--- src/rtl/vtc_prog.sv ---
// Programmable video timing controller with double-buffered timing set.
// New timing is accepted into a pending set and applied only at frame wrap.
module vtc_prog #(
  parameter int COUNTER_WIDTH = 12,
  parameter int DEF_H_ACTIVE = 640,
  parameter int DEF_H_FP = 16,
  parameter int DEF_H_SYNC = 96,
  parameter int DEF_H_BP = 48,
  parameter int DEF_V_ACTIVE = 480,
  parameter int DEF_V_FP = 10,
  parameter int DEF_V_SYNC = 2,
  parameter int DEF_V_BP = 33,
  parameter bit DEF_HS_POL = 1'b1,
  parameter bit DEF_VS_POL = 1'b1
) (
  input  logic                     i_clk,
  input  logic                     i_rstn,
  input  logic                     i_en,
  input  logic                     i_cfg_load,
  input  logic [COUNTER_WIDTH-1:0] i_cfg_h_active,
  input  logic [COUNTER_WIDTH-1:0] i_cfg_h_fp,
  input  logic [COUNTER_WIDTH-1:0] i_cfg_h_sync,
  input  logic [COUNTER_WIDTH-1:0] i_cfg_h_bp,
  input  logic [COUNTER_WIDTH-1:0] i_cfg_v_active,
  input  logic [COUNTER_WIDTH-1:0] i_cfg_v_fp,
  input  logic [COUNTER_WIDTH-1:0] i_cfg_v_sync,
  input  logic [COUNTER_WIDTH-1:0] i_cfg_v_bp,
  input  logic                     i_cfg_hs_pol,
  input  logic                     i_cfg_vs_pol,
  output logic                     o_hsync,
  output logic                     o_vsync,
  output logic                     o_active,
  output logic                     o_sof,
  output logic                     o_eol,
  output logic [COUNTER_WIDTH-1:0] o_counterX,
  output logic [COUNTER_WIDTH-1:0] o_counterY,
  output logic                     o_cfg_pending,
  output logic                     o_cfg_rej
);

  localparam int CW = COUNTER_WIDTH;
  localparam int TW = CW + 2;
  localparam logic [TW-1:0] LIM = TW'(1) << CW;

  typedef struct packed {
    logic [CW-1:0] ha;
    logic [CW-1:0] hf;
    logic [CW-1:0] hs;
    logic [CW-1:0] hb;
    logic [CW-1:0] va;
    logic [CW-1:0] vf;
    logic [CW-1:0] vs;
    logic [CW-1:0] vb;
    logic          hp;
    logic          vp;
  } cfg_t;

  localparam cfg_t DEF_CFG = '{
    ha: CW'(DEF_H_ACTIVE),
    hf: CW'(DEF_H_FP),
    hs: CW'(DEF_H_SYNC),
    hb: CW'(DEF_H_BP),
    va: CW'(DEF_V_ACTIVE),
    vf: CW'(DEF_V_FP),
    vs: CW'(DEF_V_SYNC),
    vb: CW'(DEF_V_BP),
    hp: DEF_HS_POL,
    vp: DEF_VS_POL
  };

  function automatic logic [TW-1:0] ext(input logic [CW-1:0] v);
    return {2'b00, v};
  endfunction

  cfg_t          act;
  cfg_t          pnd;
  cfg_t          ld_cfg;
  logic          pend;
  logic [CW-1:0] cnt_x;
  logic [CW-1:0] cnt_y;

  logic [TW-1:0] htot;
  logic [TW-1:0] vtot;
  logic [TW-1:0] ld_htot;
  logic [TW-1:0] ld_vtot;
  logic [TW-1:0] hs_lo;
  logic [TW-1:0] hs_hi;
  logic [TW-1:0] vs_lo;
  logic [TW-1:0] vs_hi;
  logic          x_last;
  logic          y_last;
  logic          wrap;
  logic          ld_bad;
  logic          ld_ok;
  logic          in_hs;
  logic          in_vs;
  logic          act_d;
  logic          sof_d;
  logic          eol_d;

  always_comb begin
    ld_cfg = '{
      ha: i_cfg_h_active,
      hf: i_cfg_h_fp,
      hs: i_cfg_h_sync,
      hb: i_cfg_h_bp,
      va: i_cfg_v_active,
      vf: i_cfg_v_fp,
      vs: i_cfg_v_sync,
      vb: i_cfg_v_bp,
      hp: i_cfg_hs_pol,
      vp: i_cfg_vs_pol
    };
    htot = ext(act.ha) + ext(act.hf)
         + ext(act.hs) + ext(act.hb);
    vtot = ext(act.va) + ext(act.vf)
         + ext(act.vs) + ext(act.vb);
    ld_htot = ext(ld_cfg.ha) + ext(ld_cfg.hf)
            + ext(ld_cfg.hs) + ext(ld_cfg.hb);
    ld_vtot = ext(ld_cfg.va) + ext(ld_cfg.vf)
            + ext(ld_cfg.vs) + ext(ld_cfg.vb);
    ld_bad = (ld_cfg.ha == '0) || (ld_cfg.va == '0)
          || (ld_cfg.hs == '0) || (ld_cfg.vs == '0)
          || (ld_htot > LIM) || (ld_vtot > LIM);
    ld_ok  = i_cfg_load && !ld_bad;
    x_last = ext(cnt_x) == (htot - TW'(1));
    y_last = ext(cnt_y) == (vtot - TW'(1));
    wrap   = i_en && x_last && y_last;
    hs_lo  = ext(act.ha) + ext(act.hf);
    hs_hi  = hs_lo + ext(act.hs);
    vs_lo  = ext(act.va) + ext(act.vf);
    vs_hi  = vs_lo + ext(act.vs);
    in_hs  = (ext(cnt_x) >= hs_lo) && (ext(cnt_x) < hs_hi);
    in_vs  = (ext(cnt_y) >= vs_lo) && (ext(cnt_y) < vs_hi);
    act_d  = (cnt_x < act.ha) && (cnt_y < act.va);
    sof_d  = (cnt_x == '0) && (cnt_y == '0);
    eol_d  = (cnt_x == act.ha - CW'(1)) && (cnt_y < act.va);
  end

  always_ff @(posedge i_clk) begin
    if (!i_rstn) begin
      act           <= DEF_CFG;
      pnd           <= DEF_CFG;
      pend          <= 1'b0;
      cnt_x         <= '0;
      cnt_y         <= '0;
      o_hsync       <= ~DEF_HS_POL;
      o_vsync       <= ~DEF_VS_POL;
      o_active      <= 1'b0;
      o_sof         <= 1'b0;
      o_eol         <= 1'b0;
      o_counterX    <= '0;
      o_counterY    <= '0;
      o_cfg_pending <= 1'b0;
      o_cfg_rej     <= 1'b0;
    end else begin
      o_cfg_rej <= i_cfg_load && ld_bad;
      o_sof     <= i_en && sof_d;
      o_eol     <= i_en && eol_d;
      // wrap consumes the old pending set before a coincident load refills it
      if (wrap && pend) begin
        act  <= pnd;
        pend <= 1'b0;
      end
      if (ld_ok) begin
        pnd  <= ld_cfg;
        pend <= 1'b1;
      end
      o_cfg_pending <= ld_ok || (pend && !wrap);
      if (i_en) begin
        o_hsync    <= act.hp ? in_hs : ~in_hs;
        o_vsync    <= act.vp ? in_vs : ~in_vs;
        o_active   <= act_d;
        o_counterX <= cnt_x;
        o_counterY <= cnt_y;
        if (x_last) begin
          cnt_x <= '0;
          cnt_y <= y_last ? '0 : cnt_y + CW'(1);
        end else begin
          cnt_x <= cnt_x + CW'(1);
        end
      end
    end
  end

endmodule

--- config.mk ---
export PLATFORM = sky130hd
export DESIGN_NAME = vtc_prog
export DESIGN_NICKNAME = d
export VERILOG_FILES = /design/src/rtl/vtc_prog.sv
export SDC_FILE = /design/constraint.sdc
export NUM_CORES = 1
export LEC_CHECK = 0
export BUFFER_PORTS_ARGS = -buffer_cell sky130_fd_sc_hd__buf_2
export CELL_PAD_IN_SITES_DETAIL_PLACEMENT = 2
export CELL_PAD_IN_SITES_GLOBAL_PLACEMENT = 2
export CORE_ASPECT_RATIO = 1.5
export CORE_MARGIN = 2
export CORE_UTILIZATION = 39
export CTS_CLUSTER_SIZE = 8
export DETAILED_ROUTE_END_ITERATION = 6
export GPL_TIMING_DRIVEN = 0
export HOLD_SLACK_MARGIN = 0.02
export PLACE_DENSITY = 0.92
export SLEW_MARGIN = 20
export SYNTH_ARGS = -nofsm -noshare
export SYNTH_HDL_FRONTEND = slang
export SYNTH_SLANG_ARGS = --single-unit
--- constraint.sdc ---
create_clock -name i_clk -period 7.2 [get_ports i_clk]
set_input_delay 1.08 -clock i_clk [delete_from_list [all_inputs] [get_ports i_clk]]
set_output_delay 1.08 -clock i_clk [all_outputs]
set_load 0.02 [all_outputs]
==> out/qor.txt, run 1 <==
Min-delay worst type = register to register
Routed WL per cell = 35.0 microns
Synthesis-to-layout area growth = 15.7%
Reg area = 5050 sq um
Layout Nets = 2,579
Number of synthesized flops with an enable pin = 0
Required time at the worst-slack endpoint = 7.62 ns
Slew of the pin with the lowest slew margin = 1.24 ns
Cell Chain, Critical Path = ha_1, fa_1, ha_1, a21o_1, a21oi_1, o21ai_0, a211oi_1, o311ai_4, a21o_1, a21oi_2, xor2_1, ha_1, inv_2, ha_2, xor2_1, nand2_1, nor2_1, mux2i_1, or4b_4, or3b_1, or4_4, buf_6, buf_6, mux2i_1
Most frequent cells in the layout = nand2_1 (286), dfxtp_1 (249), mux2i_1 (225)
Total I/O pin count = 133
Max clock buf depth = 3
Number of distinct library cell variants in the gate-level netlist after synthesis = 73
FFs w/ async S/R, synth = 0
Outcome = finished, violations left
Worst R2R Path Depth = 24
Final Worst Setup Slack = -0.489 ns
Clock period minus worst slack = 7.69 ns
Fillers = 4,911
Critical path startpoint category = register
Core region area = 45,800 sq um
Most frequent standard cell in the layout excluding fill and tap cells = nand2_1
WHS Path Cells = 2
Worst slack on hold paths = 0.485 ns
Data arrival time at the worst-slack endpoint = 8.11 ns
Detail Route Antenna Nets = 0
Syn Std Cell Area = 18,100 sq um
Routability Congestion = 0.937
GRT overflow = 0
CTS HTree Levels = 2
Number of detailed-route iterations in the first pass = 7
Detailed-route via count = 18,500
Leakage power figure = 9.41 nW
Nature of the critical path endpoint = register
CP max stage delay = 0.61 ns
Clock-pin slew reported for the worst setup and hold paths after clock tree synthesis = 0.07 ns
Worst relative slew slack = 0.172
Horizontal extent of the die = 180 microns
Worst path slowest cell = a211oi_1
Most used cell, CP = ha_1
Hold violation count in the final report = 0
CTS Hold Bufs = 0
Initial Util = 0.396
Total of flip-flops plus latches after synthesis = 252
Overall routing resource usage = 0.363
Largest area contributor in the netlist = dfxtp_1
Seq/Total Area, Yosys = 0.279
Core Util, Final = 0.458
Largest cells by area after synthesis = dfxtp_1 (28%), ha_1 (14%), mux2i_1 (13%)
Area of the die = 48,200 sq um
Total area of multi-input combinational cells = 12,400 sq um
Violations in the final reports = setup timing
Clock latency of the later-clocked register in the worst-skew pair = 0.58 ns
Peak clock frequency supported by timing = 130 MHz
Antenna violations before repair = 7
Power after layout = 4.13 mW
Maximum number of pins on one net before global-route repair = 11
Type of the worst setup path = register to register
Clock tree from TritonCTS = yes
Final Setup Violations = 107
Net Count, Synth = 2,397
Initial drt markers = 1,273
Worst voltage drop across the vdd grid = 0.000133 V
First-pass GRT wire length = 132,000 microns
Via count of the first global-routing pass = 21,000
DRC violation count after routing = 0
Average via count per standard cell = 6.53
Max_cap viols = 0
CP Depth = 24
Area fraction of the dominant cell type after synthesis = 0.279
Routed wire length = 98,800 microns
Synthesis Warnings = 0
Most used DFF post-synth = dfxtp_1
Number of clock sinks = 252
Number of cells produced by synthesis = 2,045
HPWL after detailed placement = 61,000 microns
Number of buffers created by CTS = 37
Share of cells above drive strength 1 = 0.127
Ratio of final minimum period to clock period = 1.07
CP Buf/Inv Count = 3
Port Buffer Count = 132
Clock tree skew after final layout = 0.0345 ns
Cell Pwr Density = 197 nW/um^2
Delay-heaviest family, CP = compound AO/OA/AOI/OAI gates
Crit-path max FO = 10
Final number of max-transition violations = 0
Die Span Y = 268 microns
Site Rows = 96
Syn_area_per_cell = 8.86 sq um
Root buffer selected by CTS = clkbuf_16
[synthesized netlist by cell type (19+ instances only)]
cell	instances
nor2b_1	92
nand3_1	34
nor3_1	25
nor4_1	25
nand4_1	19
nand2_1	286
nor2_1	66
a21o_1	21
mux2i_1	231
o21ai_0	59
fa_1	54
ha_1	196
o21a_1	24
inv_1	160
dfxtp_1	252
a21oi_1	65
xor2_1	47
clkbuf_1	55
nand2b_1	19
xnor2_1	67
[worst register-to-register path: stages (launching register included)]
cell,delay (ns)
dfxtp_1,0.47
ha_1,0.31
fa_1,0.55
ha_1,0.35
a21o_1,0.21
a21oi_1,0.33
o21ai_0,0.27
a211oi_1,0.61
o311ai_4,0.20
a21o_1,0.25
a21oi_2,0.17
xor2_1,0.24
ha_1,0.31
inv_2,0.12
ha_2,0.34
xor2_1,0.18
nand2_1,0.16
nor2_1,0.09
mux2i_1,0.17
or4b_4,0.52
or3b_1,0.37
or4_4,0.49
buf_6,0.19
buf_6,0.20
mux2i_1,0.46
[where the power goes]
group	internal [mW]	switching, mW	leakage [nW]
clock network	0.965	0.744	0.495
logic	0.343	0.595	6.88
registers	1.45	0.0311	2.03
[logic make-up (layout without fill, tap and decap cells)]
group           Yosys count  count (layout)  synth area share
xor+xnor                114             114            0.0551
other cells               0               5                 0
simple gates            642             642             0.173
flops                   252             252             0.279
fa+ha+maj               250             250             0.195
mux                     234             234             0.130
compound gates          308             308             0.115
buf+inv                 245             431            0.0537
[flip-flops by register name, summed over array words and instances, names as in the netlist]
| register | flops |
|---|---|
| act | 98 |
| cnt_x | 12 |
| cnt_y | 12 |
| o_active | 1 |
| o_cfg_pending | 1 |
| o_cfg_rej | 1 |
| o_counterX | 12 |
| o_counterY | 12 |
| o_eol | 1 |
| o_hsync | 1 |
| o_sof | 1 |
| o_vsync | 1 |
| pend | 1 |
| pnd | 98 |
[final cells by class]
class | instances | area share
Buffer | 85 | 0.0179
Sequential cell | 252 | 0.241
Inverter | 160 | 0.0287
Clock buffer | 42 | 0.0476
Tap cell | 588 | 0.0351
Antenna cell | 5 | 0.000597
Timing Repair Buffer | 143 | 0.0355
Multi-Input combinational cell | 1548 | 0.593
Clock inverter | 1 | 0.000418
[through the flow]
stage          cells  setup TNS [ns]  setup slack [ns]  cell area, sq um
2_1_floorplan   2045               0              1.13             18100
3_3_place_gp    2765               0             0.262             19500
3_5_place_dp    2765          -17.58            -0.264             19500
4_1_cts         2810               0           0.00601             20700
5_1_grt         2821          -34.99            -0.500             20900
6_report        2824          -28.55            -0.489             20900
[worst paths after layout]
check | start | end | slack [ns]
worst min register to register | act[52] | act[52] | 0.49
worst max-delay path | act[38] | act[37] | -0.49
worst min-delay path | act[52] | act[52] | 0.49
worst max register to register | act[38] | act[37] | -0.49
[per-layer routing]
metal | share of wire | GRT usage | wire [microns]
met5 | 0.00011 | 0 | 11
met1 | 0.33 | 0.343 | 32400
met3 | 0.062 | 0.0688 | 6140
met4 | 0.11 | 0.327 | 11300
met2 | 0.49 | 0.669 | 48900
[what timing repair did]
action	CTS	global route
resized for setup	33	46
buffers inserted	2	9
setup endpoints to repair	112	112
gates cloned	0	0
pin swaps	4	17
(Power assumes the default switching activity.)
==> run 2: changes to the inputs <==
ABC_AREA = 1   (was default)
CORE_UTILIZATION = 35   (was 39)
==> out/qor.txt, run 2 <==
Outcome = completed
Net Count, Synth = 3,197 (+33%)
Fraction of synthesized cell area in xor and xnor cells = 0.0440 (-0.0111)
Unrepaired setup endpoints after global routing = false
Detail Route Antenna Nets = 0 (unchanged)
Area fraction of the dominant cell type after synthesis = 0.264 (-0.0144)
CTS HTree Levels = 2 (unchanged)
Non-Filler Instances = 3,709 (+31%)
Slew of the pin with the lowest slew margin = 1.13 ns (-0.114 ns)
Final Setup Violations = 0 (-100%)
Total I/O pin count = 133 (unchanged)
Most frequently used cell type in the post-synthesis netlist = nand2_1
Number of buffers created by CTS = 37 (unchanged)
Fillers = 6,451 (+31%)
Worst voltage drop across the vdd grid = 0.000203 V (+52%)
Largest area contributor in the netlist = dfxtp_1
Initial drt markers = 1,272 (-0.079%)
Dominant combinational cell family by area after synthesis = simple AND/OR/NAND/NOR gates
CTS Hold Bufs = 0 (unchanged)
Total routed wire length on the met1 layer = 37,000 microns (+14%)
Ratio of final minimum period to clock period = 0.964 (-0.104)
Routability Congestion = 0.900 (-3.9%)
Type of the worst setup path = register to register
Syn Std Cell Area = 19,100 sq um (+5.5%)
Required time at the worst-slack endpoint = 7.64 ns (+0.02 ns)
Sum of met2 wire segment lengths after detailed routing = 53,100 microns (+8.5%)
Number of synthesized flops with an enable pin = 0 (unchanged)
Clock period minus worst slack = 6.94 ns (-0.752 ns)
Via count of the first global-routing pass = 25,400 (+21%)
Count of antenna diodes in the layout = 0 (-5)
Overall routing resource usage = 0.363 (about the same)
Startpoint of the worst register-to-register path = act[41]
Number of clock sinks = 252 (unchanged)
Site Rows = 104 (+8.3%)
Number of detailed-route iterations in the first pass = 6 (-1)
Final sum of negative setup slack = 0 ns (+28.55 ns)
Routed WL per cell = 28.1 microns (-20%)
Min-delay worst type = register to register
CP max stage delay = 0.46 ns (-0.15 ns)
Registers with the most flip-flops = act x98, pnd x98
Total of flip-flops plus latches after synthesis = 252 (unchanged)
Share of cells above drive strength 1 = 0.0745 (-0.0528)
Seq/Total Area, Yosys = 0.264 (-0.0144)
Most frequent cells in the layout = nand2_1 (675), inv_1 (409), nor2_1 (386)
Power after layout = 4.59 mW (+11%)
GRT overflow = 0 (unchanged)
Worst relative slew slack = 0.248 (+0.0759)
Clock-pin slew reported for the worst setup and hold paths after clock tree synthesis = 0.06 ns (about the same)
Data arrival time at the worst-slack endpoint = 7.38 ns (-0.73 ns)
Top cell types by occurrence after synthesis = nand2_1 (675), inv_1 (409), nor2_1 (386)
Synthesis Warnings = 0 (unchanged)
Hold violation count in the final report = 0 (unchanged)
Max_cap viols = 0 (unchanged)
Start point of the worst min-delay path = o_counterX[1]
Die Span Y = 290 microns (+8.3%)
DRC violation count after routing = 0 (unchanged)
Peak clock frequency supported by timing = 144 MHz (+11%)
Clock latency of the later-clocked register in the worst-skew pair = 0.56 ns (-0.02 ns)
Area of the die = 56,500 sq um (+17%)
Final number of max-transition violations = 0 (unchanged)
Crit-path max FO = 10 (unchanged)
Worst path slowest cell = dfxtp_1
Detailed-route via count = 21,600 (+17%)
Reg area = 5040 sq um (about the same)
Number of cells in the design after placement = 3,665 (+33%)
Antenna violations before repair = 0 (-7)
Layout Nets = 3,369 (+31%)
Crit. Startpoint = act[41]
Core region area = 53,700 sq um (+17%)
Max clock buf depth = 3 (unchanged)
Leakage power figure = 11.2 nW (+19%)
Most used cell, CP = nand2_1
Root buffer selected by CTS = clkbuf_16
First-pass GRT wire length = 157,000 microns (+19%)
Most used DFF post-synth = dfxtp_1
Total area of multi-input combinational cells = 12,000 sq um (-3.5%)
Cell Pwr Density = 213 nW/um^2 (+7.8%)
Simple-Gate Fraction of Synth Area = 0.310 (+0.137)
DR WL met3 = 4760 microns (-23%)
Initial Util = 0.355 (-0.0404)
HPWL after detailed placement = 72,000 microns (+18%)
Maximum number of pins on one net before global-route repair = 11 (unchanged)
Syn_area_per_cell = 6.71 sq um (-24%)
Synth Area in Adders = 0.185 (-0.0101)
Horizontal extent of the die = 195 microns (+8.2%)
FFs w/ async S/R, synth = 0 (unchanged)
Routed wire length = 104,000 microns (+5.5%)
Port Buffer Count = 131 (-0.76%)
Share of synthesized area spent on multiplexers = 0 (-0.130)
Average via count per standard cell = 5.82 (-11%)
Nature of the critical path endpoint = register
Synthesis-to-layout area growth = 13.2%
Largest cells by area after synthesis = dfxtp_1 (26%), nand2_1 (13%), ha_1 (13%)
Critical path startpoint category = register
Clock tree from TritonCTS = yes
Uppermost layer routed = met4
Fraction of the mapped netlist area in compound gates = 0.0888 (-0.0265)
Clock tree skew after final layout = 0.0346 ns (+0.0000972 ns)
Most frequent standard cell in the layout excluding fill and tap cells = nand2_1
Number of cells produced by synthesis = 2,845 (+39%)
Number of distinct library cell variants in the gate-level netlist after synthesis = 44 (-40%)
## run 2: power breakdown
| group | internal [mW] | switching (mW) | total (mW) |
|---|---|---|---|
| Combinational | 0.380 | 1.00 | 1.38 |
| Clock | 0.917 | 0.743 | 1.66 |
| Sequential | 1.49 | 0.0577 | 1.55 |
| Total | 2.79 | 1.80 | 4.59 |
## run 2: what timing repair did
| item | in CTS | in global routing |
|---|---|---|
| gates resized for setup | 0 | 3 |
| endpoints found under the setup margin | 0 | 29 |
| setup buffers | 0 | 2 |
## run 2: through the flow
| step | area [sq um] | worst slack (ns) | utilization | hold WS, ns |
|---|---|---|---|---|
| after detailed placement | 20600 | 0.578 | 0.384 | 0.469 |
| after global placement | 20600 | 1.07 | 0.384 | 0.452 |
| after floorplan | 19100 | 2.26 | - | 0.429 |
| after global routing | 21600 | 0.0214 | 0.402 | 0.489 |
| final | 21600 | 0.263 | 0.402 | 0.477 |
| after CTS | 21600 | 0.188 | 0.402 | 0.476 |
## run 2: final cells by class
class,count,area share
clock buffers,38,0.0430
inverters,413,0.0717
plain buffers,106,0.0242
flip-flops and latches,252,0.233
repair buffers,133,0.0310
multi-input cells,2074,0.555
well taps,689,0.0399
clock inverters,4,0.00197
## run 2: kinds of logic after synthesis
kind of cell / Yosys count
XOR/XNOR: 96
flip-flops: 252
adder cells (fa/ha/maj): 250
buffers and inverters: 519
AO/OA/AOI/OAI: 315
AND/OR/NAND/NOR: 1413
## run 2: layer usage
metal | up-vias | global-route usage
met2 | 955 | 0.672
met5 | - | 0
li1 | 9373 | -
met4 | 0 | 0.287
met1 | 10800 | 0.363
met3 | 503 | 0.0497
## run 2: worst max-delay path, delay by kind of cell, from the launching register on
kind,cells,cell delay (ns)
compound gates,6,1.35
xor+xnor,2,0.52
buf+inv,6,0.78
fa+ha+maj,4,1.45
simple gates,15,2.27
flops,1,0.46
## run 2: worst paths after layout
path                        end  slack (ns)  depth (start not counted)
setup / recovery        act[89]        0.26                         33
hold / removal    o_counterX[1]        0.48                          2
setup reg to reg        act[89]        0.26                         33
hold reg to reg   o_counterX[1]        0.48                          2
